===== src/rtl/booth_seq_mul.sv =====
// Sequential radix-2 Booth multiplier: one Booth step per clock, start/busy/done handshake.
// Handles signed and unsigned WIDTH x WIDTH operands exactly via a (WIDTH+1)-bit extension and a guard bit.
module booth_seq_mul #(
    parameter int WIDTH = 8
) (
    input  logic                 clk,
    input  logic                 reset,
    input  logic                 start,
    input  logic                 signed_mode,
    input  logic [WIDTH-1:0]     a_in,
    input  logic [WIDTH-1:0]     b_in,
    output logic                 busy,
    output logic                 done,
    output logic [2*WIDTH-1:0]   p_out
);

    localparam int CW = $clog2(WIDTH + 2);

    typedef enum logic {
        IDLE,
        RUN
    } state_t;

    state_t state, state_next;

    logic [WIDTH+1:0]   acc;
    logic [WIDTH:0]     q_reg;
    logic [WIDTH:0]     m_reg;
    logic               q_1;
    logic [CW-1:0]      cnt;

    logic               load;
    logic               last;
    logic [WIDTH+1:0]   m_ext;
    logic [WIDTH+1:0]   sum;
    logic [2*WIDTH+2:0] shifted;

    // NOTE: sequential state uses non-blocking assignments so every register samples pre-edge values.
    always_ff @(posedge clk or posedge reset) begin
        if (reset) state <= IDLE;
        else       state <= state_next;
    end

    // NOTE: every output of this block gets a default first, so no path can infer a latch.
    always_comb begin
        state_next = state;
        load       = 1'b0;
        last       = 1'b0;
        case (state)
            IDLE: begin
                if (start) begin
                    load       = 1'b1;
                    state_next = RUN;
                end
            end
            RUN: begin
                if (cnt == CW'(1)) begin
                    last       = 1'b1;
                    state_next = IDLE;
                end
            end
            default: state_next = IDLE;
        endcase
    end

    assign busy = (state == RUN);

    // One Booth step: add/subtract the multiplicand, then arithmetic-shift {acc, q_reg, q_1}.
    always_comb begin
        m_ext = {m_reg[WIDTH], m_reg};
        case ({q_reg[0], q_1})
            2'b01:   sum = acc + m_ext;
            2'b10:   sum = acc - m_ext;
            default: sum = acc;
        endcase
        shifted = {sum[WIDTH+1], sum, q_reg[WIDTH:1]};
    end

    always_ff @(posedge clk or posedge reset) begin
        if (reset) begin
            acc   <= '0;
            q_reg <= '0;
            m_reg <= '0;
            q_1   <= 1'b0;
            cnt   <= '0;
            done  <= 1'b0;
            p_out <= '0;
        end else begin
            done <= last;
            if (load) begin
                acc   <= '0;
                q_reg <= {signed_mode & a_in[WIDTH-1], a_in};
                m_reg <= {signed_mode & b_in[WIDTH-1], b_in};
                q_1   <= 1'b0;
                cnt   <= CW'(WIDTH + 1);
            end else if (busy) begin
                acc   <= shifted[2*WIDTH+2:WIDTH+1];
                q_reg <= shifted[WIDTH:0];
                q_1   <= q_reg[0];
                cnt   <= cnt - CW'(1);
                if (last) p_out <= shifted[2*WIDTH-1:0];
            end
        end
    end

endmodule

===== config.mk =====
export PLATFORM = sky130hd
export DESIGN_NAME = booth_seq_mul
export DESIGN_NICKNAME = d
export VERILOG_FILES = /design/src/rtl/booth_seq_mul.sv
export SDC_FILE = /design/constraint.sdc
export NUM_CORES = 1
export LEC_CHECK = 0
export CORE_MARGIN = 1
export CORE_UTILIZATION = 55
export CTS_CLUSTER_SIZE = 20
export DETAILED_ROUTE_END_ITERATION = 6
export GPL_TIMING_DRIVEN = 0
export PLACE_DENSITY = 0.8
export SLEW_MARGIN = 40
export SYNTH_ARGS = -nofsm -noshare
export SYNTH_HDL_FRONTEND = slang
export SYNTH_SLANG_ARGS = --single-unit

===== constraint.sdc =====
create_clock -name clk -period 5.9 [get_ports clk]
set_input_delay 1.18 -clock clk [delete_from_list [all_inputs] [get_ports clk]]
set_output_delay 1.18 -clock clk [all_outputs]
set_load 0.02 [all_outputs]

==> impl_metrics.json, run 1 <==
{
  "crit_arrival_ns": 3.21,
  "die_h_um": 71.76,
  "synth.area.top_cells": "dfrtp_1 47%, nand2_1 6.7%, ha_1 6.1%",
  "grtUsageTotal_pct": 22.96,
  "grt_max_degree": 27,
  "fin_crit_ns": 2.987,
  "drive_above_1_share_pct": 8.537,
  "yosysTopAreaCell": "dfrtp_1",
  "yosysTopAreaCellShare_pct": 46.75,
  "tritoncts": "done",
  "cts-htree-levels": 2,
  "ys_ff_latch": 50,
  "hp-class": "reg -> reg",
  "grt_antenna_before_repair": 0,
  "postPlaceCellArea_um2": 3127,
  "crit_required_ns": 6.12,
  "cp-start-kind": "flip-flop",
  "num_rows": 25,
  "post-route-drc-count": 0,
  "grt-ovfl-total": 0,
  "via_count": 2119,
  "layout.nets": 361,
  "drtAntennaViolNets": 0,
  "fin_area_um2": 3239,
  "grt_pass1_vias": 2000,
  "cts_buffers": 5,
  "r2r_slack_ns": 2.91,
  "crit_path_max_fanout": 9,
  "synth_area_per_cell_um2": 9.457,
  "fin_util_pct": 69.04,
  "routed_wl_mm": 5.305,
  "clock_path_buffers": 2,
  "r2r-end": "acc[8]$_DFFE_PP0P_",
  "die_w_um": 71.76,
  "cts-root-buf": "clkbuf_8",
  "drt_iter0_drc": 158,
  "postCtsSetupBuffers": 0,
  "wl_per_cell_um": 13.89,
  "criticalPathCategory": "reg -> reg",
  "synth_cell_type_count": 38,
  "area_growth_pct": 21.04,
  "tightest_slew_ns": 0.5305,
  "vias_per_cell": 5.547,
  "syn-num-nets": 317,
  "first_pass_iters": 4,
  "syn_inst": 283,
  "cp-end-kind": "flip-flop",
  "hold_buffers": 0,
  "cts_resized": 0,
  "critPathSlowestCell": "mux2_2",
  "clk_pin_slew_worst_paths_ns": 0.09,
  "rsz0062_at_grt": "no",
  "hold_violations": 0,
  "initial_core_util_pct": 57.04,
  "finalCritPeriodShare_pct": 50.63,
  "top_register": "p_out",
  "rr_worst_depth": 12,
  "synth_warnings": 0,
  "status": "complete, no violations",
  "grt_pass1_wl_mm": 9.149,
  "syn_area_um2": 2676,
  "hpwl_mm": 4.113,
  "drv_slew": 0,
  "holdPathEnd": "p_out[9]$_DFFE_PP0P_",
  "cts_sinks": 50,
  "final-setup-viol-count": 0,
  "min_path_cells": 2,
  "diodes": 0,
  "worstSkewPairLatency_ns": 0.31,
  "r2r-start": "q_1$_DFFE_PP0P_",
  "largest_reg_flops": 16,
  "cap_violations": 0,
  "core-area_um2": 4692,
  "die_area_um2": 5149,
  "whs_ns": 0.4782,
  "place.gp.congestion": 0.8816,
  "hp-start": "p_out[9]$_DFFE_PP0P_",
  "crit_chain": "inv_1, ha_1, clkbuf_1, mux2_2, inv_1, ha_1, nor2b_1, o21ai_0, o21ai_0, a21oi_1, mux2i_1, mux2i_1",
  "slew_headroom_pct": 64.63,
  "timing.setup.tns_ns": 0,
  "io_pins": 38,
  "port_buffers": 36,
  "cp_slowest_stage_delay_ns": 0.43,
  "timing.fmax_mhz": 334.8,
  "fin_skew_ns": 0.01181,
  "ys_seq_area_share_pct": 46.75
}
cell families (layout without fill, tap and decap cells):
| family | after synthesis | after routing | share of synthesized area (%) |
|---|---|---|---|
| buffers and inverters | 27 | 72 | 4.161 |
| xor gates and xnor gates | 15 | 15 | 4.909 |
| DFF | 50 | 50 | 46.75 |
| adders and majority gates | 14 | 14 | 6.826 |
| AOI/OAI and AO/OA | 62 | 62 | 13.18 |
| muxes | 22 | 22 | 8.602 |
| and+or+nand+nor | 93 | 93 | 15.57 |
synth_stat cells, drive strengths merged:
cell type and number:
nor2b 4, nand3 5, clkbuf 6, o31ai 2, clkinv 1, nor4b 1
a211oi 2, a22o 1, o21ai 31, a21o 2, nand3b 1, or3 1
ha 13, nor2 17, a31oi 5, xnor2 12, and3 5, mux2 8
xor2 3, and2 1, dfrtp 50, buf 7, o21a 2, nor3 8
nand2 48, o211a 1, mux2i 14, a21oi 15, nand2b 1, o211ai 1
fa 1, inv 13, or4b 1
metrics by stage:
stage          setup slack [ns]  std cells
2_1_floorplan             3.368        283
4_1_cts                   2.926        382
3_3_place_gp              2.610        373
6_report                  2.913        382
5_1_grt                   2.615        382
3_5_place_dp              2.932        374
worst max-delay path: cells and delay by family (launching register included):
family / cells / cell delay (ns)
muxes: 3 / 0.90
AOI/OAI and AO/OA: 3 / 0.71
and+or+nand+nor: 1 / 0.13
adders and majority gates: 2 / 0.33
DFF: 1 / 0.38
buffers and inverters: 3 / 0.45
layout by cell type (no fill, tap or decap), drive strengths merged, types with 4 or more instances in the layout:
master	Yosys	routed
dfrtp	50	50
nand2	48	48
clkdlybuf4s50	0	36
o21ai	31	31
nor2	17	17
a21oi	15	15
mux2i	14	14
inv	13	14
ha	13	13
xnor2	12	12
clkbuf	6	11
mux2	8	8
nor3	8	8
buf	7	8
nand3	5	5
and3	5	5
a31oi	5	5
nor2b	4	4
area by class of cell:
class / count / area [um^2]
inverters: 14 / 55.05
repair buffers: 37 / 380.4
multi-input cells: 206 / 1314
clock inverters: 3 / 43.79
clock buffers: 5 / 68.82
well taps: 54 / 67.56
flip-flops and latches: 50 / 1251
plain buffers: 13 / 58.81
fillers: 384 / 1453
how the worst max path moves through the flow:
stage,end,slack [ns],cells past startpoint,start
global placement,m_reg[2]$_DFFE_PP0P_,2.61,2,reset
CTS,acc[8]$_DFFE_PP0P_,2.93,12,q_1$_DFFE_PP0P_
global route,acc[8]$_DFFE_PP0P_,2.61,12,q_1$_DFFE_PP0P_
finish,acc[8]$_DFFE_PP0P_,2.91,12,q_1$_DFFE_PP0P_
detailed placement,acc[8]$_DFFE_PP0P_,2.93,12,q_1$_DFFE_PP0P_
floorplan,acc[8]$_DFFE_PP0P_,3.37,12,q_1$_DFFE_PP0P_
metal layers:
| metal | global-route usage [%] | wire length (um) |
|---|---|---|
| met1 | 31.39 | 2487 |
| met5 | 0 | 0 |
| met4 | 6.972 | 61 |
| met2 | 36.90 | 2508 |
| met3 | 4.923 | 249 |
Power of run 1 is left out: the tool's default activity adds up to more than one toggle a clock period on the data nets, which glitch-free logic cannot reach.
==> inputs of run 2 (changes only) <==
--- a/config.mk
+++ b/config.mk
@@ -6,11 +6,11 @@
 export NUM_CORES = 1
 export LEC_CHECK = 0
 export CORE_MARGIN = 1
-export CORE_UTILIZATION = 55
+export CORE_UTILIZATION = 54
 export CTS_CLUSTER_SIZE = 20
 export DETAILED_ROUTE_END_ITERATION = 6
 export GPL_TIMING_DRIVEN = 0
-export PLACE_DENSITY = 0.8
+export PLACE_DENSITY = 0.79
 export SLEW_MARGIN = 40
 export SYNTH_ARGS = -nofsm -noshare
 export SYNTH_HDL_FRONTEND = slang
==> constraint.sdc (replaced) <==
create_clock -name clk -period 2.9 [get_ports clk]
set_input_delay 0.58 -clock clk [delete_from_list [all_inputs] [get_ports clk]]
set_output_delay 0.58 -clock clk [all_outputs]
set_load 0.02 [all_outputs]
==> run 2 against run 1 <==
Effect of this change: register-to-register slack got worse by 2.7 ns; die area rose by 1.8%; non-clock buffer count fell by 1; critical path depth fell by 1; via count fell by 0.33%.
==> impl_metrics.json, run 2 (same netlist as run 1, synthesis figures left out) <==
{
  "crit_required_ns": 3.14,
  "fin_util_pct": 68.39,
  "cts-htree-levels": 2,
  "critPathSlowestCell": "mux2_2",
  "grt-ovfl-total": 0,
  "worstSkewPairLatency_ns": 0.31,
  "routed_wl_mm": 5.448,
  "crit_path_max_fanout": 9,
  "area_growth_pct": 21.51,
  "crit_arrival_ns": 2.92,
  "min_path_cells": 2,
  "cp.buffers_inverters": 2,
  "timing.setup.tns_ns": 0,
  "grt_pass1_vias": 1987,
  "hpwl_mm": 4.137,
  "grtUsageTotal_pct": 23.08,
  "hp-class": "reg -> reg",
  "drt_iter0_drc": 120,
  "top_register": "p_out",
  "timing.fmax_mhz": 372.4,
  "r2r-end": "acc[8]$_DFFE_PP0P_",
  "cts_buffers": 5,
  "drive_above_1_share_pct": 8.563,
  "drv_slew": 0,
  "cap_violations": 0,
  "cp_top_family": "multiplexers",
  "diodes": 0,
  "finalCritPeriodShare_pct": 92.59,
  "clk_pin_slew_worst_paths_ns": 0.09,
  "slew_headroom_pct": 64.55,
  "hp-start": "p_out[6]$_DFFE_PP0P_",
  "fin_skew_ns": 0.009182,
  "num_rows": 25,
  "io_pins": 38,
  "initial_core_util_pct": 56.29,
  "grt_pass1_wl_mm": 9.370,
  "wl_per_cell_um": 13.83,
  "largest_reg_flops": 16,
  "rr_worst_depth": 11,
  "grt_max_degree": 35,
  "final-setup-viol-count": 0,
  "crit_chain": "inv_1, ha_2, mux2_2, inv_1, ha_1, nor2b_1, o21ai_0, o21ai_1, a21oi_1, mux2i_1, mux2i_1",
  "post-route-drc-count": 0,
  "cp-end-kind": "flip-flop",
  "layout.cells.most_common": "dfrtp_1",
  "n_fill_cell": 373,
  "vias_per_cell": 5.360,
  "layout.nets": 360,
  "die_area_um2": 5242,
  "drtAntennaViolNets": 0,
  "tightest_slew_ns": 0.5318,
  "core-area_um2": 4755,
  "grt_antenna_before_repair": 0,
  "place.gp.congestion": 0.8932,
  "cts-root-buf": "clkbuf_8",
  "holdPathEnd": "p_out[6]$_DFFE_PP0P_",
  "tritoncts": "done",
  "cp-start-kind": "flip-flop",
  "criticalPathCategory": "reg -> reg",
  "status": "complete, no violations",
  "die_w_um": 72.40,
  "fin_crit_ns": 2.685,
  "cp_slowest_stage_delay_ns": 0.41,
  "rsz0062_at_grt": "no",
  "r2r_slack_ns": 0.21,
  "die_h_um": 72.40,
  "hold_violations": 0,
  "clock_path_buffers": 2,
  "layout_common_cells": "50 x dfrtp_1, 48 x nand2_1, 36 x clkdlybuf4s50_1",
  "cts_sinks": 50,
  "r2r-start": "q_1$_DFFE_PP0P_",
  "port_buffers": 36,
  "first_pass_iters": 4,
  "via_count": 2112,
  "whs_ns": 0.4791
}
==> run 2: cell count changes in the layout (fill, tap and decap cells not counted) <==
cell,change
clkinv_2,-1
clkinvlp_4,+1
ha_1,-1
ha_2,+1
inv_6,-1
o21ai_0,-1
o21ai_1,+1
==> run 2: final cells by class <==
| class | count | area [um^2] | share of cell area [%] |
|---|---|---|---|
| Buffer | 12 | 55.05 | 1.693 |
| Clock buffer | 6 | 72.57 | 2.232 |
| Clock inverter | 2 | 37.54 | 1.154 |
| Inverter | 14 | 55.05 | 1.693 |
| Multi-Input combinational cell | 206 | 1316 | 40.48 |
| Sequential cell | 50 | 1251 | 38.48 |
| Tap cell | 67 | 83.83 | 2.578 |
| Timing Repair Buffer | 37 | 380.4 | 11.70 |
==> run 2: metal layers <==
metal / vias up / GRT usage (%) / part of all wire [%] / wire length [um]
li1: 1057 / - / - / -
met1: 1008 / 32.12 / 48 / 2641
met2: 41 / 37.49 / 47 / 2585
met3: 6 / 4.167 / 2.9 / 157
met5: - / 0 / 0 / 0
met4: 0 / 5.882 / 1.2 / 64
==> run 2: timing repair <==
item | 4_1_cts | 5_1_grt
hold endpoints to repair | 0 | 0
setup buffers | 0 | 0
gates resized for setup | 0 | 2
hold buffers | 0 | 0
setup endpoints to repair | 3 | 5
==> run 2: metrics by stage <==
step / std cells / cell area, um^2 / setup WS, ns
after floorplan: 283 / 2676 / 0.3681
after global placement: 386 / 3120 / 0.01543
after detailed placement: 387 / 3143 / 0.01631
after CTS: 394 / 3249 / 0.09207
after global routing: 394 / 3252 / 0.05147
final: 394 / 3252 / 0.2148
==> run 2: worst max-delay path by stage <==
stage                               from                    end  slack [ns]  cells after the start
detailed placement       q_1$_DFFE_PP0P_  p_out[15]$_DFFE_PP0P_        0.02                     12
global placement         q_1$_DFFE_PP0P_     acc[8]$_DFFE_PP0P_        0.02                     12
floorplan                q_1$_DFFE_PP0P_     acc[8]$_DFFE_PP0P_        0.37                     12
global route        m_reg[0]$_DFFE_PP0P_     acc[8]$_DFFE_PP0P_        0.05                     11
CTS                      q_1$_DFFE_PP0P_     acc[8]$_DFFE_PP0P_        0.09                     11
finish                   q_1$_DFFE_PP0P_     acc[8]$_DFFE_PP0P_        0.21                     11
==> run 2: tightest hold or removal path: stages (launching register included) <==
cell	delay, ns
dfrtp_1	0.35
nand2_1	0.05
nand2_1	0.05
Power of run 2 is left out for the same reason.
==> inputs of run 3 (changes only) <==
--- a/config.mk
+++ b/config.mk
@@ -7,6 +7,7 @@
 export LEC_CHECK = 0
 export CORE_MARGIN = 1
 export CORE_UTILIZATION = 54
+export CTS_CLUSTER_DIAMETER = 120
 export CTS_CLUSTER_SIZE = 20
 export DETAILED_ROUTE_END_ITERATION = 6
 export GPL_TIMING_DRIVEN = 0
==> results of run 3 <==
The final DEF is identical to that of run 2; final timing and power are the same.
Power of run 3 is left out for the same reason.
